## src/rtl/pipeline_stall_ctrl_pkg.sv

```systemverilog
// Shared types for the pipeline stall/flush controller.
// State encoding, control bundle and canned control vectors.
package pipe_ctrl_pkg;

  typedef enum logic [1:0] {
    RUN,
    MEM_WAIT,
    FLUSH
  } pctl_state_e;

  typedef struct packed {
    logic pc_en;
    logic if_id_en;
    logic id_ex_en;
    logic ex_mem_en;
    logic mem_wb_en;
    logic if_id_flush;
    logic id_ex_flush;
    logic mem_wb_flush;
  } pctl_ctrl_t;

  localparam logic [31:0] NOP = 32'h0000_0013;

  localparam pctl_ctrl_t CTRL_DEF =
    pctl_ctrl_t'(8'b11111_000);
  localparam pctl_ctrl_t CTRL_FRZ =
    pctl_ctrl_t'(8'b00000_001);
  localparam pctl_ctrl_t CTRL_RDR =
    pctl_ctrl_t'(8'b11111_110);
  localparam pctl_ctrl_t CTRL_FLS =
    pctl_ctrl_t'(8'b11111_100);
  localparam pctl_ctrl_t CTRL_LU =
    pctl_ctrl_t'(8'b00111_010);
  localparam pctl_ctrl_t CTRL_RST =
    pctl_ctrl_t'(8'b00000_111);

endpackage

```

## src/rtl/pipeline_stall_ctrl_if.sv

```systemverilog
// Hazard/memory inputs and pipeline register controls.
// master drives the hazard side; slave is the controller.
interface pipeline_stall_ctrl_if;
  logic i_hzd_stall_n;
  logic i_br_flush;
  logic i_dmem_req;
  logic i_dmem_ack;
  logic o_pc_en;
  logic o_if_id_en;
  logic o_id_ex_en;
  logic o_ex_mem_en;
  logic o_mem_wb_en;
  logic o_if_id_flush;
  logic o_id_ex_flush;
  logic o_mem_wb_flush;

  modport master (
    output i_hzd_stall_n, i_br_flush,
    output i_dmem_req, i_dmem_ack,
    input  o_pc_en, o_if_id_en, o_id_ex_en,
    input  o_ex_mem_en, o_mem_wb_en,
    input  o_if_id_flush, o_id_ex_flush,
    input  o_mem_wb_flush
  );

  modport slave (
    input  i_hzd_stall_n, i_br_flush,
    input  i_dmem_req, i_dmem_ack,
    output o_pc_en, o_if_id_en, o_id_ex_en,
    output o_ex_mem_en, o_mem_wb_en,
    output o_if_id_flush, o_id_ex_flush,
    output o_mem_wb_flush
  );
endinterface

```

## src/rtl/pipeline_stall_ctrl_sat_counter.sv

```systemverilog
// Saturating event counter with synchronous clear.
// Clear beats increment; the count sticks at all-ones.
module sat_counter #(
  parameter int W = 32
) (
  input  logic         clk,
  input  logic         rst_n,
  input  logic         inc,
  input  logic         clr,
  output logic [W-1:0] cnt
);

  // count events, hold at all-ones
  always_ff @(posedge clk or negedge rst_n) begin
    if (!rst_n) begin
      cnt <= '0;
    end else if (clr) begin
      cnt <= '0;
    end else if (inc && (cnt != '1)) begin
      cnt <= cnt + 1'b1;
    end
  end

endmodule

```

## src/rtl/pipeline_stall_ctrl.sv

```systemverilog
// Pipeline enable/flush controller for the 5-stage core.
// Handles load-use, redirects and data-memory waits.
module pipeline_stall_ctrl
  import pipe_ctrl_pkg::*;
#(
  parameter int CNT_W       = 32,
  parameter int MEM_TIMEOUT = 255
) (
  input  logic                  i_clk,
  input  logic                  i_rst_n,
  pipeline_stall_ctrl_if.slave  bus,
  input  logic                  i_cnt_clr,
  output logic [CNT_W-1:0]      o_stall_cnt,
  output logic [CNT_W-1:0]      o_flush_cnt,
  output logic                  o_timeout
);

  localparam logic [15:0] TMO = 16'(MEM_TIMEOUT);

  pctl_state_e state, state_nx;
  logic        pend, pend_nx;
  logic [15:0] wcnt, wcnt_nx;
  logic        tmo_set;
  logic        inc_flush;
  logic        inc_stall;
  logic        freeze;
  pctl_ctrl_t  ctl;
  pctl_ctrl_t  out;

  assign freeze = bus.i_dmem_req & ~bus.i_dmem_ack;

  // state, pending flush and wait counter registers
  always_ff @(posedge i_clk or negedge i_rst_n) begin
    if (!i_rst_n) begin
      state <= RUN;
      pend  <= 1'b0;
      wcnt  <= '0;
    end else begin
      state <= state_nx;
      pend  <= pend_nx;
      wcnt  <= wcnt_nx;
    end
  end

  // next state and Mealy control outputs
  always_comb begin
    ctl       = CTRL_DEF;
    state_nx  = state;
    pend_nx   = pend;
    wcnt_nx   = wcnt;
    tmo_set   = 1'b0;
    inc_flush = 1'b0;
    unique case (state)
      RUN, FLUSH: begin
        if (freeze) begin
          ctl      = CTRL_FRZ;
          state_nx = MEM_WAIT;
          wcnt_nx  = 16'd1;
          if (state == FLUSH) pend_nx = 1'b1;
        end else if (bus.i_br_flush) begin
          ctl       = CTRL_RDR;
          state_nx  = FLUSH;
          inc_flush = 1'b1;
        end else if (state == FLUSH) begin
          ctl      = CTRL_FLS;
          state_nx = RUN;
        end else if (!bus.i_hzd_stall_n) begin
          ctl = CTRL_LU;
        end
      end
      MEM_WAIT: begin
        if (bus.i_dmem_ack || (wcnt >= TMO)) begin
          tmo_set  = ~bus.i_dmem_ack;
          state_nx = pend ? FLUSH : RUN;
          pend_nx  = 1'b0;
          wcnt_nx  = '0;
        end else begin
          ctl     = CTRL_FRZ;
          wcnt_nx = wcnt + 16'd1;
        end
      end
      default: begin
        state_nx = RUN;
        pend_nx  = 1'b0;
        wcnt_nx  = '0;
      end
    endcase
  end

  assign inc_stall = ~ctl.pc_en;
  assign out = i_rst_n ? ctl : CTRL_RST;

  assign bus.o_pc_en        = out.pc_en;
  assign bus.o_if_id_en     = out.if_id_en;
  assign bus.o_id_ex_en     = out.id_ex_en;
  assign bus.o_ex_mem_en    = out.ex_mem_en;
  assign bus.o_mem_wb_en    = out.mem_wb_en;
  assign bus.o_if_id_flush  = out.if_id_flush;
  assign bus.o_id_ex_flush  = out.id_ex_flush;
  assign bus.o_mem_wb_flush = out.mem_wb_flush;

  // sticky forced-release flag
  always_ff @(posedge i_clk or negedge i_rst_n) begin
    if (!i_rst_n) begin
      o_timeout <= 1'b0;
    end else if (tmo_set) begin
      o_timeout <= 1'b1;
    end
  end

  sat_counter #(.W(CNT_W)) u_stall_cnt (
    .clk   (i_clk),
    .rst_n (i_rst_n),
    .inc   (inc_stall),
    .clr   (i_cnt_clr),
    .cnt   (o_stall_cnt)
  );

  sat_counter #(.W(CNT_W)) u_flush_cnt (
    .clk   (i_clk),
    .rst_n (i_rst_n),
    .inc   (inc_flush),
    .clr   (i_cnt_clr),
    .cnt   (o_flush_cnt)
  );

endmodule

```

## src/flat_wrapper.sv

```systemverilog
// flat-port wrapper written by rule: the top's interface ports become plain ports
module pipeline_stall_ctrl_flat import pipe_ctrl_pkg::*;
#(
  parameter int CNT_W       = 32,
  parameter int MEM_TIMEOUT = 255
)
  (i_clk, i_rst_n, i_cnt_clr, o_stall_cnt, o_flush_cnt, o_timeout, bus_i_hzd_stall_n, bus_i_br_flush, bus_i_dmem_req, bus_i_dmem_ack, bus_o_pc_en, bus_o_if_id_en, bus_o_id_ex_en, bus_o_ex_mem_en, bus_o_mem_wb_en, bus_o_if_id_flush, bus_o_id_ex_flush, bus_o_mem_wb_flush);
  pipeline_stall_ctrl_if bus_i ();
  input  logic i_clk;
  input  logic i_rst_n;
  input  logic i_cnt_clr;
  output logic [CNT_W-1:0] o_stall_cnt;
  output logic [CNT_W-1:0] o_flush_cnt;
  output logic o_timeout;
  input wire logic [$bits(bus_i.i_hzd_stall_n)-1:0] bus_i_hzd_stall_n;
  input wire logic [$bits(bus_i.i_br_flush)-1:0] bus_i_br_flush;
  input wire logic [$bits(bus_i.i_dmem_req)-1:0] bus_i_dmem_req;
  input wire logic [$bits(bus_i.i_dmem_ack)-1:0] bus_i_dmem_ack;
  output wire logic [$bits(bus_i.o_pc_en)-1:0] bus_o_pc_en;
  output wire logic [$bits(bus_i.o_if_id_en)-1:0] bus_o_if_id_en;
  output wire logic [$bits(bus_i.o_id_ex_en)-1:0] bus_o_id_ex_en;
  output wire logic [$bits(bus_i.o_ex_mem_en)-1:0] bus_o_ex_mem_en;
  output wire logic [$bits(bus_i.o_mem_wb_en)-1:0] bus_o_mem_wb_en;
  output wire logic [$bits(bus_i.o_if_id_flush)-1:0] bus_o_if_id_flush;
  output wire logic [$bits(bus_i.o_id_ex_flush)-1:0] bus_o_id_ex_flush;
  output wire logic [$bits(bus_i.o_mem_wb_flush)-1:0] bus_o_mem_wb_flush;
  assign bus_i.i_hzd_stall_n = bus_i_hzd_stall_n;
  assign bus_i.i_br_flush = bus_i_br_flush;
  assign bus_i.i_dmem_req = bus_i_dmem_req;
  assign bus_i.i_dmem_ack = bus_i_dmem_ack;
  assign bus_o_pc_en = bus_i.o_pc_en;
  assign bus_o_if_id_en = bus_i.o_if_id_en;
  assign bus_o_id_ex_en = bus_i.o_id_ex_en;
  assign bus_o_ex_mem_en = bus_i.o_ex_mem_en;
  assign bus_o_mem_wb_en = bus_i.o_mem_wb_en;
  assign bus_o_if_id_flush = bus_i.o_if_id_flush;
  assign bus_o_id_ex_flush = bus_i.o_id_ex_flush;
  assign bus_o_mem_wb_flush = bus_i.o_mem_wb_flush;
  pipeline_stall_ctrl #(.CNT_W(CNT_W), .MEM_TIMEOUT(MEM_TIMEOUT)) u_core (.i_clk(i_clk), .i_rst_n(i_rst_n), .bus(bus_i), .i_cnt_clr(i_cnt_clr), .o_stall_cnt(o_stall_cnt), .o_flush_cnt(o_flush_cnt), .o_timeout(o_timeout));
endmodule
```

## config.mk

```make
export PLATFORM = sky130hd
export DESIGN_NAME = pipeline_stall_ctrl_flat
export DESIGN_NICKNAME = d
export VERILOG_FILES = /design/src/rtl/pipeline_stall_ctrl_pkg.sv /design/src/rtl/pipeline_stall_ctrl_if.sv /design/src/rtl/pipeline_stall_ctrl_sat_counter.sv /design/src/rtl/pipeline_stall_ctrl.sv /design/src/flat_wrapper.sv
export SDC_FILE = /design/constraint.sdc
export NUM_CORES = 1
export LEC_CHECK = 0
export ABC_CLOCK_PERIOD_IN_PS = 4600
export CORE_MARGIN = 5
export CORE_UTILIZATION = 55
export DETAILED_ROUTE_END_ITERATION = 10
export DONT_BUFFER_PORTS = 1
export PLACE_DENSITY = 0.7
export SLEW_MARGIN = 20
export SYNTH_ARGS = -nofsm -noshare
export SYNTH_HDL_FRONTEND = slang
export SYNTH_SLANG_ARGS = --single-unit
export TNS_END_PERCENT = 30
```

## constraint.sdc

```tcl
create_clock -name i_clk -period 4.6 [get_ports i_clk]
set_clock_uncertainty 0.05 [all_clocks]
set_input_delay 0.46 -clock i_clk [delete_from_list [all_inputs] [get_ports i_clk]]
set_output_delay 0.46 -clock i_clk [all_outputs]
set_load 0.05 [all_outputs]
```

==> impl.org, run 1 <==
** GRT
- Entering global routing, the biggest net connects 85 pins.
- For met1 alone, demand over resource in global routing was 0.281.
- Across every metal layer, demand over resource in global routing totals 0.214.
- Global-route track usage on met3 :: 0.0581
- Met2 usage in global routing :: 0.343
- met2 is the most crowded layer.
- Summed over all layers, the global routing overflow is 0.
- The initial antenna violation count is 0.
- The number of global-route vias before repair was 3467.
- The first global-routing pass estimated 17400 µm of wire.

** Yosys
- During synthesis, Yosys emitted a total of 0 warnings.
- A synthesized cell averages 9.23 µm².
- Synth async-reset ratio :: 1.00
- The cell area that synthesis handed to floorplanning was 4500 µm².
- Nets in the synthesized netlist :: 498
- Post-synthesis sequential area ratio :: 0.467
- Main synth FF type :: sky130_fd_sc_hd__dfrtp_1
- After synthesis the netlist holds a flip-flop and latch count of 84.
- The cell count after synthesis came out at 488.
- Number of enable-type register cells in the synthesized netlist :: 0
- Synthesis instantiated 50 different standard cells from the library.

** STA
- Highest clock rate :: 330 MHz
- In the final timing run, aggregate negative setup slack is 0 ps.
- Measured against its own limit, the worst slew margin works out to 0.311.
- Counting I/O delays and the setup requirement, the final critical path takes 3030 ps.
- Final number of setup-violating endpoints :: 0
- Count of final hold-check violations :: 0
- Transition time at the pin with the least slew margin :: 1020 ps
- Unrepaired setup endpoints after global routing :: false
- Dividing the final minimum period by the clock period gives 0.658.
- The final number of max-transition violations is 0.
- After layout, the worst setup slack is 1570 ps.

** Placed design
- During placement, the flow inserted port buffers numbering 0.
- Weighted congestion reported at the end of routability-driven placement :: 0.835
- Pre-CTS WS :: 1690 ps
- Detailed placement ended at an HPWL of 7150 µm.

** Final layout
- Relative area change from synthesis to final layout :: 7.00%
- Filler cells :: 756
- Proportion of layout cells with a drive suffix above 1 :: 0.0742
- Summing all flip-flop and latch instances after layout gives 2100 µm².
- Number of nets in the finished design :: 490
- The library cells used most frequently in the layout, excluding fill and tap cells, are 84 x sky130_fd_sc_hd__dfrtp_1, 58 x sky130_fd_sc_hd__nor2_1, 40 x sky130_fd_sc_hd__nand2_1.
- Diode insertion count for antenna repair :: 0
- In the final layout, the multi-input gates occupy 2280 µm².
- Most common library cell in the layout ignoring fill and taps :: sky130_fd_sc_hd__dfrtp_1

** Floorplan
- Number of I/O pins :: 80
- After floorplanning, the core was divided into 33 placement rows.
- For this configuration, the core starts out at a cell density of 0.557.
- The core region is 8090 µm².
- From bottom edge to top edge, the die measures 100 µm.
- Horizontal extent of the die :: 100 µm
- Die footprint :: 10100 µm²

** Drt
- After detailed routing, the total wire length is 10500 µm.
- Dividing the detail-routed wire length by the instance count gives 17.8 µm.
- Overall via count from detail_route :: 3660
- Post-detailed-route via-to-cell ratio :: 6.20
- Router iterations before antenna repair :: 6
- In this run the remaining antenna-violating nets after routing total 0.
- Number of remaining DRC errors :: 0
- First-iteration detailed-routing DRC count :: 252

** Setup path
- Maximum net fanout on the critical path :: 5
- For this run, the slowest stage of the critical path takes 560 ps.
- The startpoint identified for the worst register-to-register timing path is u_core.u_flush_cnt.cnt[0]$_DFFE_PN0P_.
- STA puts the critical path data arrival time at 2520 ps.
- Crit. End Element :: output port
- The critical path starts at u_core.wcnt[8]$_DFFE_PN0P_.
- Counting cells, the worst reg-to-reg path comes to 7.
- Required time reported for the critical path endpoint :: 4090 ps
- The setup path with the least slack is of type flip-flop to output port.
- Critical Path, Cell by Cell :: or4_4 > nor2_4 > nand3_1 > nand2_1 > nand2_1 > nand2_1 > inv_1 > buf_4
- The endpoint identified for the worst register-to-register timing path is u_core.u_flush_cnt.cnt[28]$_DFFE_PN0P_.
- The largest individual stage delay along the critical path comes from the cell sky130_fd_sc_hd__or4_4.
- Register-to-Register Setup Slack :: 1650 ps
- STA classifies the critical path startpoint as a flip-flop.
- Among the stages of the critical path, the cell type that occurs most often is sky130_fd_sc_hd__nand2_1.

** Clocking
- Clock-pin slew was measured on the worst setup and hold paths at 80 ps.
- Buffer levels on the longest clock path :: 2
- Total number of clock tree sinks :: 84
- Clock H-tree levels :: 3
- TritonCTS built the clock tree.
- Buffers inserted during clock tree synthesis total 9.
- Clock insertion delay at the later pin of the skew report :: 350 ps
- Post-CTS timing repair inserted 0 buffers for setup.
- The tree is rooted in a sky130_fd_sc_hd__clkbuf_8.

** Hold path
- Hold-critical path endpoint :: u_core.u_stall_cnt.cnt[20]$_DFFE_PN0P_
- Hold path cells :: 1
- The worst hold path begins at i_cnt_clr.
- The path class of the tightest hold or removal check is input port to flip-flop.

** Job
- Max-capacitance violation count :: 0

** Pwr
- Power density over the cells :: 364 nW/µm²
- Highest ir drop seen on vdd :: 0.000166 V
- For this design the static power due to leakage is 0.00199 µW.

** Status
- The flow ran to the end, and the final reports show no timing, DRC or antenna violations.
-- layer usage --
layer  share of wire  wire [µm]
met1            0.42       4430
met5               0          0
met2            0.51       5310
met3           0.061        642
met4          0.0087         91
-- cell families (layout without fill, tap and decap cells) --
family | count (synthesis) | in the layout | synth area share
AOI/OAI and AO/OA | 80 | 80 | 0.106
xor gates and xnor gates | 34 | 34 | 0.0661
adders and majority gates | 3 | 3 | 0.00833
buffers and inverters | 31 | 28 | 0.0306
DFF | 84 | 84 | 0.467
muxes | 8 | 8 | 0.0194
and+or+nand+nor | 248 | 248 | 0.302
-- metrics by stage --
step,util,instance area [µm²],power [µW],hold slack [ps],std cells
finish,0.596,4820,1760,131,590
global route,0.596,4820,1840,93.3,590
CTS,0.596,4820,1770,107,590
detailed placement,0.562,4550,1130,118,572
global placement,0.561,4540,1120,118,572
floorplan,-,4500,1090,114,488
-- worst max-delay path: cells and delay by family (launching register included) --
| family | cells | cell delay [ps] |
|---|---|---|
| simple gates | 6 | 1390 |
| flops | 1 | 420 |
| buf+inv | 2 | 370 |
-- state kept, by name (all words and copies together) (netlist names) --
signal	flops
u_core.state	2
u_core.u_flush_cnt.cnt	32
u_core.o_timeout	1
u_core.pend	1
u_core.wcnt	16
u_core.u_stall_cnt.cnt	32
-- repair_timing --
| item | 4_1_cts | 5_1_grt |
|---|---|---|
| hold buffers | 2 | 0 |
| endpoints found under the hold margin | 84 | 0 |
| resized for setup | 0 | 0 |
| endpoints found under the setup margin | 0 | 0 |
-- power breakdown --
part           switching (µW)  internal (µW)  leakage (µW)
sequential               89.0            768       0.00117
combinational             203           75.4      0.000710
clock                     261            360      0.000117
total                     553           1200       0.00199
-- cells in the mapped netlist (2+ instances only) --
| library cell | n | area share |
|---|---|---|
| sky130_fd_sc_hd__nand4b_1 | 2 | 0.0039 |
| sky130_fd_sc_hd__mux2i_1 | 2 | 0.0044 |
| sky130_fd_sc_hd__and3_1 | 13 | 0.018 |
| sky130_fd_sc_hd__buf_4 | 3 | 0.0050 |
| sky130_fd_sc_hd__nor4_1 | 8 | 0.011 |
| sky130_fd_sc_hd__or4_4 | 2 | 0.0050 |
| sky130_fd_sc_hd__o21ai_0 | 24 | 0.027 |
| sky130_fd_sc_hd__xor2_1 | 30 | 0.058 |
| sky130_fd_sc_hd__mux2_2 | 6 | 0.015 |
| sky130_fd_sc_hd__nor2b_1 | 9 | 0.012 |
| sky130_fd_sc_hd__xnor2_1 | 4 | 0.0078 |
| sky130_fd_sc_hd__a31oi_1 | 2 | 0.0028 |
| sky130_fd_sc_hd__or2_2 | 4 | 0.0056 |
| sky130_fd_sc_hd__or3_1 | 17 | 0.024 |
| sky130_fd_sc_hd__inv_1 | 9 | 0.0075 |
| sky130_fd_sc_hd__ha_1 | 3 | 0.0083 |
| sky130_fd_sc_hd__nor4_2 | 2 | 0.0056 |
| sky130_fd_sc_hd__nand2b_1 | 2 | 0.0028 |
| sky130_fd_sc_hd__dfrtp_1 | 84 | 0.47 |
| sky130_fd_sc_hd__nor3_1 | 3 | 0.0033 |
| sky130_fd_sc_hd__a41oi_1 | 2 | 0.0039 |
| sky130_fd_sc_hd__nor2_1 | 58 | 0.048 |
| sky130_fd_sc_hd__nand3_1 | 22 | 0.024 |
| sky130_fd_sc_hd__a21boi_0 | 2 | 0.0033 |
| sky130_fd_sc_hd__nand4_1 | 36 | 0.050 |
| sky130_fd_sc_hd__and2_1 | 8 | 0.011 |
| sky130_fd_sc_hd__a21oi_1 | 30 | 0.033 |
| sky130_fd_sc_hd__o31ai_1 | 8 | 0.013 |
| sky130_fd_sc_hd__buf_2 | 2 | 0.0022 |
| sky130_fd_sc_hd__nand2_1 | 40 | 0.033 |
| sky130_fd_sc_hd__or4_1 | 8 | 0.013 |
| sky130_fd_sc_hd__and4_1 | 10 | 0.019 |
| sky130_fd_sc_hd__clkbuf_1 | 16 | 0.013 |
-- how the worst max path moves through the flow --
stage                                             endpoint  slack [ps]  cells after the start
floorplan                                      bus_o_pc_en        1390                      5
global placement    u_core.u_flush_cnt.cnt[28]$_DFFE_PN0P_        1800                      7
detailed placement  u_core.u_flush_cnt.cnt[26]$_DFFE_PN0P_        1690                      7
CTS                                         bus_o_id_ex_en        1550                      8
global route                                bus_o_id_ex_en        1340                      8
finish                                      bus_o_id_ex_en        1570                      8
-- layout make-up --
type / instances / share of cell area
tap: 105 / 0.0273
clock inverter: 5 / 0.0208
multi-input combinational: 373 / 0.472
inverter: 9 / 0.00701
clock buffer: 11 / 0.0273
sequential: 84 / 0.436
timing repair buffer: 3 / 0.00935
Note: power is estimated with default switching activity, not from simulation.
==> run 2, diff against run 1 <==
--- a/config.mk
+++ b/config.mk
@@ -5,7 +5,7 @@
 export SDC_FILE = /design/constraint.sdc
 export NUM_CORES = 1
 export LEC_CHECK = 0
-export ABC_CLOCK_PERIOD_IN_PS = 4600
+export ABC_CLOCK_PERIOD_IN_PS = 2820
 export CORE_MARGIN = 5
 export CORE_UTILIZATION = 55
 export DETAILED_ROUTE_END_ITERATION = 10
==> constraint.sdc (replaced) <==
create_clock -name i_clk -period 2.82 [get_ports i_clk]
set_clock_uncertainty 0.05 [all_clocks]
set_input_delay 0.282 -clock i_clk [delete_from_list [all_inputs] [get_ports i_clk]]
set_output_delay 0.282 -clock i_clk [all_outputs]
set_load 0.05 [all_outputs]
==> run 2 against run 1 <==
Effect of this change:
- worst setup slack lost 1300 ps
- sequential power grew 55%
- final cell count is 12% higher
- sequential cell count did not move
- non-clock buffer count up 69
- wire length increased by 5.8%
- clock power rose by 44%
- critical path depth fell by 2
- via count up 7.7%
- count of clock-buffer cells in the layout increased by 2
- design area grew 11%
==> impl.org, run 2 (synthesis gave the netlist of run 1 again) <==
** Placed design
- Number of port buffers :: 0
- Pre-CTS WS :: 288 ps
- DP HPWL :: 7780 µm
- Weighted congestion reported at the end of routability-driven placement :: 0.864

** Final layout
- The net count of the finished layout is 559.
- Diode insertion count for antenna repair :: 0
- Top Registers :: u_core.u_flush_cnt.cnt: 32 flops, u_core.u_stall_cnt.cnt: 32 flops, u_core.wcnt: 16 flops
- The library cell used most frequently in the layout, excluding fill and tap cells, is sky130_fd_sc_hd__dfrtp_1.
- The top cell types in the final layout, fill and taps aside, are 84 x sky130_fd_sc_hd__dfrtp_1, 68 x sky130_fd_sc_hd__buf_4, 58 x sky130_fd_sc_hd__nor2_1.
- Proportion of layout cells with a drive suffix above 1 :: 0.190
- Relative to the synthesized area, the layout overhead comes to 18.4%.
- Counting the fill cells in the layout gives 678.

** Drt
- For this block, the initial DRC count from the detailed router was 229.
- The first TritonRoute pass finished after 4 iterations.
- Avg WL per Cell :: 16.8 µm
- The detail route stage leaves a number of antenna-violating nets equal to 0.
- Post-detailed-route via-to-cell ratio :: 5.98
- Total wire length after detailed routing :: 11100 µm
- Detailed routing inserted a total of 3941 vias.
- In the routed design, unresolved DRC markers number 0.

** Setup path
- Setup Crit Path Kind :: flip-flop to flip-flop
- The worst register-to-register path has a setup slack of 280 ps.
- Maximum net fanout on the critical path :: 24
- Crit path arrival time :: 2730 ps
- The worst setup path is captured at a flip-flop.
- Endpoint of the most critical register-to-register path :: u_core.u_stall_cnt.cnt[24]$_DFFE_PN0P_
- Required time reported for the critical path endpoint :: 3010 ps
- The worst setup path is launched from a flip-flop.
- Worst Reg2Reg Path Length in Cells :: 6
- Worst r2r src :: u_core.wcnt[8]$_DFFE_PN0P_

** Floorplan
- The core region is 8090 µm².
- From bottom edge to top edge, the die measures 100 µm.
- The floorplan has 33 rows.
- The floorplan step defined a die boundary enclosing 10100 µm².
- 80 I/O pins were placed.
- Horizontal extent of the die :: 100 µm
- The initial utilization of the core area, before any placement, comes to 0.557.

** STA
- The worst path in the final design needs a cycle of 2540 ps, including I/O delays and setup.
- The final-report hold violation count was 0.
- Slack of the critical path :: 280 ps
- Final TNS setup :: 0 ps
- For the pin with the worst max-slew slack, the measured transition is 1040 ps.
- Tightest slew margin relative to the limit :: 0.303
- Setup repair after global routing left no endpoint under its margin.
- Final number of setup-violating endpoints :: 0
- Dividing the final minimum period by the clock period gives 0.901.
- The final number of max-transition violations is 0.
- Highest clock rate :: 394 MHz

** Pwr
- Power spread over the standard cell area amounts to 530 nW/µm².
- In this run the power spent charging and discharging nets is 941 µW.
- The share of total power dissipated in combinational logic is 0.216.
- Of the total power, the clock network draws 0.315.
- Switching Fraction :: 0.332
- Power Internal :: 1890 µW
- Leakage power :: 0.00235 µW
- Across the VDD grid, the largest voltage drop is 0.000269 V.
- Power share of the sequential group :: 0.468

** GRT
- Wire length of the first global-routing pass :: 19100 µm
- Most heavily used metal layer in global routing :: met2
- Met1 routing resource usage after global routing :: 0.309
- Maximum number of pins on one net before global-route repair :: 85
- The number of global-route vias before repair came to 3854.
- For this run, global-route usage on met2 was measured as 0.368.
- The initial antenna violation count is 0.
- Tot GR Track Use :: 0.236
- Final global-route overflow total :: 0
- Global-route track usage on met3 :: 0.0651

** Clocking
- Clock-pin slew was measured on the worst setup and hold paths at 80 ps.
- Number of buffers created by CTS :: 9
- Gates resized during post-CTS repair numbered 0.
- Clock H-tree levels :: 3
- The later pin in the worst-skew pair is clocked with a latency of 360 ps.
- Total number of clock tree sinks :: 84
- Clock Root Buffer :: sky130_fd_sc_hd__clkbuf_8
- Buffer levels on the longest clock path :: 2
- Buffers inserted to repair hold after CTS numbered 3.
- Post-CTS timing repair inserted 0 buffers for setup.
- TritonCTS built the clock tree.

** Hold path
- For hold timing, the worst endpoint is u_core.u_stall_cnt.cnt[28]$_DFFE_PN0P_.
- Counting instances, the worst hold path has a depth of 1.
- The startpoint identified for the worst hold timing path is i_cnt_clr.
- In this run the worst hold path is classified as input port to flip-flop.

** Job
- Max-cap violations in this run came to 0.

** Status
- Result of the run :: completed
-- run 2: critical path, stage by stage, from the launching register on --
cell and delay [ps]:
sky130_fd_sc_hd__dfrtp_1 410, sky130_fd_sc_hd__or4_4 550, sky130_fd_sc_hd__nor2_4 180, sky130_fd_sc_hd__a21o_4 180
sky130_fd_sc_hd__nand4_4 270, sky130_fd_sc_hd__nor4_1 390, sky130_fd_sc_hd__mux2_2 370
-- run 2: power by group through the flow --
stage	Sequential (µW)	Combinational (µW)	Clock, µW
floorplan	1390	397	0
global route	1340	668	970
CTS	1320	615	915
detailed placement	1350	565	0
global placement	1340	547	0
finish	1330	612	892
-- run 2: worst max path at each step --
stage / slack (ps) / endpoint / start
final: 280 / u_core.u_stall_cnt.cnt[24]$_DFFE_PN0P_ / u_core.wcnt[8]$_DFFE_PN0P_
after global routing: 60 / u_core.u_stall_cnt.cnt[19]$_DFFE_PN0P_ / u_core.wcnt[8]$_DFFE_PN0P_
after CTS: 280 / u_core.u_stall_cnt.cnt[24]$_DFFE_PN0P_ / u_core.wcnt[8]$_DFFE_PN0P_
after detailed placement: 290 / u_core.u_stall_cnt.cnt[24]$_DFFE_PN0P_ / u_core.wcnt[8]$_DFFE_PN0P_
after global placement: 380 / u_core.u_stall_cnt.cnt[19]$_DFFE_PN0P_ / u_core.wcnt[12]$_DFFE_PN0P_
after floorplan: 160 / bus_o_id_ex_en / u_core.wcnt[8]$_DFFE_PN0P_
-- run 2: per-stage QoR --
step	total power (µW)	hold slack, ps	util	instance area, µm²	std cells
detailed placement	1910	-60.8	0.626	5070	640
CTS	2850	42.9	0.659	5340	659
global placement	1890	-60.8	0.626	5070	640
global route	2980	38.0	0.659	5340	659
finish	2830	59.3	0.659	5340	659
floorplan	1780	-63.6	-	4500	488
-- run 2: cell type report --
cell class / instances / area (µm²) / area share
clock inverters: 3 / 45.0 / 0.00844
well taps: 105 / 131 / 0.0246
flip-flops and latches: 84 / 2100 / 0.394
clock buffers: 13 / 159 / 0.0298
multi-input cells: 373 / 2270 / 0.425
inverters: 9 / 33.8 / 0.00633
repair buffers: 72 / 596 / 0.112
-- run 2: per-layer routing --
metal  wire [µm]  vias to the layer above
met2        5380                       96
li1            -                     1905
met1        4650                     1921
met5           0                        -
met4         271                        0
met3         786                       19
==> run 3, diff against run 2 <==
--- a/config.mk
+++ b/config.mk
@@ -5,12 +5,12 @@
 export SDC_FILE = /design/constraint.sdc
 export NUM_CORES = 1
 export LEC_CHECK = 0
-export ABC_CLOCK_PERIOD_IN_PS = 2820
+export ABC_CLOCK_PERIOD_IN_PS = 2200
 export CORE_MARGIN = 5
 export CORE_UTILIZATION = 55
 export DETAILED_ROUTE_END_ITERATION = 10
 export DONT_BUFFER_PORTS = 1
-export PLACE_DENSITY = 0.7
+export PLACE_DENSITY = 0.73
 export SLEW_MARGIN = 20
 export SYNTH_ARGS = -nofsm -noshare
 export SYNTH_HDL_FRONTEND = slang
==> constraint.sdc (replaced) <==
create_clock -name i_clk -period 2.2 [get_ports i_clk]
set_clock_uncertainty 0.05 [all_clocks]
set_input_delay 0.22 -clock i_clk [delete_from_list [all_inputs] [get_ports i_clk]]
set_output_delay 0.22 -clock i_clk [all_outputs]
set_load 0.05 [all_outputs]
==> run 3 against run 2 <==
Effect of this change:
- the run now ends with negative hold slack, negative setup slack left
- non-clock buffer count grew 59
- sequential power grew 26%
- wire length grew 26%
- largest cell class unchanged
- sequential cell count is the same
==> impl.org, run 3 (synthesis gave the netlist of run 1 again) <==
** Setup path
- The number of buffers and inverters on the critical path is 3.
- Family with the most delay on the worst path :: simple AND/OR/NAND/NOR gates
- The worst register-to-register path has a depth of 7.
- Type of origin of the critical path :: flip-flop
- Largest stage delay on the critical path :: 560 ps
- Maximum net fanout on the critical path :: 3
- Setup Crit Path Kind :: flip-flop to output port
- The worst register-to-register path has a setup slack of -220 ps.
- Slowest stage cell, crit path :: sky130_fd_sc_hd__or4_4
- Traced cell by cell, the critical path runs through or4_4 > nor2_4 > buf_6 > nand3_4 > nand2_4 > nand2_4 > nand2_8 > clkinvlp_4 > buf_12.
- The critical path starts at u_core.wcnt[11]$_DFFE_PN0P_.
- Destination of the critical timing path :: bus_o_id_ex_en
- Endpoint of the most critical register-to-register path :: u_core.u_stall_cnt.cnt[24]$_DFFE_PN0P_
- Crit path arrival time :: 2160 ps
- Counting buffers and inverters, the worst setup path is 9 cells deep.
- Cell with the most instances on the worst path :: sky130_fd_sc_hd__nand2_4
- Worst r2r src :: u_core.wcnt[11]$_DFFE_PN0P_
- STA classifies the critical path endpoint as an output port.
- For the worst setup path, the data required time is 1930 ps.

** Pwr
- Leakage power :: 0.00279 µW
- Power density over the cells :: 652 nW/µm²
- Across the VDD grid, the largest voltage drop is 0.000326 V.

** GRT
- Antenna violations before repair :: 0
- Wire length of the first global-routing pass :: 20900 µm
- Maximum number of pins on one net before global-route repair :: 89
- For this run, the total global-route usage over all layers was measured as 0.256.
- After global routing the overflow that remains totals 0.
- Via count of the first global-routing pass :: 4292

** Placed design
- # placed instances :: 671
- Buffers placed on the I/O ports in this run total 0.
- The wire-length estimate of the detail-placed layout is 8230 µm.
- Weighted congestion reported at the end of routability-driven placement :: 0.817

** Clocking
- Number of hold buffers added after cts :: 1
- Clock-pin slew was measured on the worst setup and hold paths at 90 ps.
- TritonCTS built the clock tree.
- The clock tree synthesis step divided the H-tree into 3 levels.
- Buffer levels on the longest clock path :: 2
- Total number of clock tree sinks :: 84
- In this run, CTS created clock tree buffers numbering 9.
- Clock Root Buffer :: sky130_fd_sc_hd__clkbuf_8
- Clock insertion delay at the later pin of the skew report :: 370 ps

** STA
- Pins Over Slew Limit :: 0
- Smallest hold slack :: -513 ps
- Period utilisation layout :: 1.10
- Unrepaired setup endpoints after global routing :: true
- Slack of the critical path :: -231 ps
- Final number of setup-violating endpoints :: 31
- After layout, the minimum clock period comes to 2430 ps.
- Transition time at the pin with the least slew margin :: 559 ps
- Highest clock rate :: 411 MHz
- Tightest slew margin relative to the limit :: 0.624
- The final-report hold violation count is 84.

** Floorplan
- From bottom edge to top edge, the die measures 100 µm.
- Horizontal extent of the die :: 100 µm
- Row count :: 33
- Initial standard-cell utilization of the core :: 0.557
- Number of I/O pins :: 80
- The die covers 10100 µm².
- The core region is 8090 µm².

** Drt
- The routed design has 14000 µm of wire.
- After detailed routing, the average wire length per cell comes to 19.5 µm.
- The detail route stage leaves a number of antenna-violating nets equal to 0.
- The pre-antenna-repair detailed-routing pass consisted of 5 iterations.
- The first routing iteration left 251 violations.
- The routed layout has 4459 vias.
- Number of remaining DRC errors :: 0
- After detailed routing, the number of vias per cell comes to 6.19.

** Status
- The flow ran to the end, but the final reports show violations.
- The final reports fail on negative hold slack, negative setup slack.

** Final layout
- In the layout the commonest cells are 116 x sky130_fd_sc_hd__buf_4, 66 x sky130_fd_sc_hd__dfrtp_1, 54 x sky130_fd_sc_hd__nor2_1.
- Relative area change from synthesis to final layout :: 39.7%
- Diode insertion count for antenna repair :: 0
- Area of combinational cells with multiple inputs :: 2660 µm²
- Leaving out fill and tap cells, the most frequent cell in the layout is sky130_fd_sc_hd__buf_4.
- Once layout is complete, the cells apart from fillers number 720.
- The largest registers in the layout are u_core.u_flush_cnt.cnt: 32 flops, u_core.u_stall_cnt.cnt: 32 flops, u_core.wcnt: 16 flops.
- In the final layout, the share of cells above drive strength 1 is 0.384.
- The final layout contains 620 nets.
- Share of the core filled with cells :: 0.777
- In the final layout, flip-flops and latches occupy 2120 µm².
- After filler insertion, the fill cell instance count of the layout stands at 542.

** Job
- Max-capacitance violation count :: 0

** Hold path
- The path class of the tightest hold or removal check is input port to async pin.
## run 3: report_power, final
group | internal (µW) | leakage (µW) | switching (µW) | total [µW]
Combinational | 419 | 0.00154 | 708 | 1130
Clock | 703 | 0.000112 | 595 | 1300
Sequential | 1610 | 0.00114 | 66.1 | 1680
Total | 2730 | 0.00279 | 1370 | 4100
## run 3: layout make-up
class,instances,share of cell area
repair buffers,131,0.175
flip-flops and latches,84,0.338
clock buffers,11,0.0241
clock inverters,5,0.0133
inverters,9,0.00597
well taps,105,0.0209
multi-input cells,375,0.423
## run 3: timing repair
action / 4_1_cts / 5_1_grt
endpoints found under the setup margin: 40 / 56
resized for setup: 26 / 55
buffers inserted: 8 / 24
pin swaps: 32 / 31
endpoints found under the hold margin: 142 / 84
gates cloned: 1 / 1
## run 3: worst min-delay path by stage
stage               startpoint                                endpoint  slack, ps  cells after the start
finish                 i_rst_n  u_core.u_stall_cnt.cnt[16]$_DFFE_PN0P_       -510                      0
global route           i_rst_n              u_core.wcnt[1]$_DFFE_PN0P_       -530                      0
CTS                    i_rst_n  u_core.u_flush_cnt.cnt[27]$_DFFE_PN0P_       -510                      0
floorplan              i_rst_n            u_core.o_timeout$_DFFE_PN0P_       -130                      0
global placement       i_rst_n              u_core.wcnt[1]$_DFFE_PN0P_       -120                      0
detailed placement     i_rst_n            u_core.o_timeout$_DFFE_PN0P_       -120                      0
## run 3: per-stage QoR
step	total power, µW	hold WS [ps]	instance area (µm²)	setup TNS, ps	worst slack (ps)
after floorplan	2370	-126	4620	-1010	-140
after global placement	2560	-121	5410	-392	-78.0
after detailed placement	2590	-121	5410	-1810	-203
after CTS	3970	-512	5870	-2400	-254
after global routing	4250	-526	6290	-5370	-309
final	4100	-513	6290	-3370	-231
## run 3: layer usage
metal	up-vias	global-route usage	routed length, µm
met1	2187	0.323	5350
met4	0	0.103	490
met5	-	0	0
met3	50	0.0657	1100
met2	201	0.423	7080
li1	2021	-	-
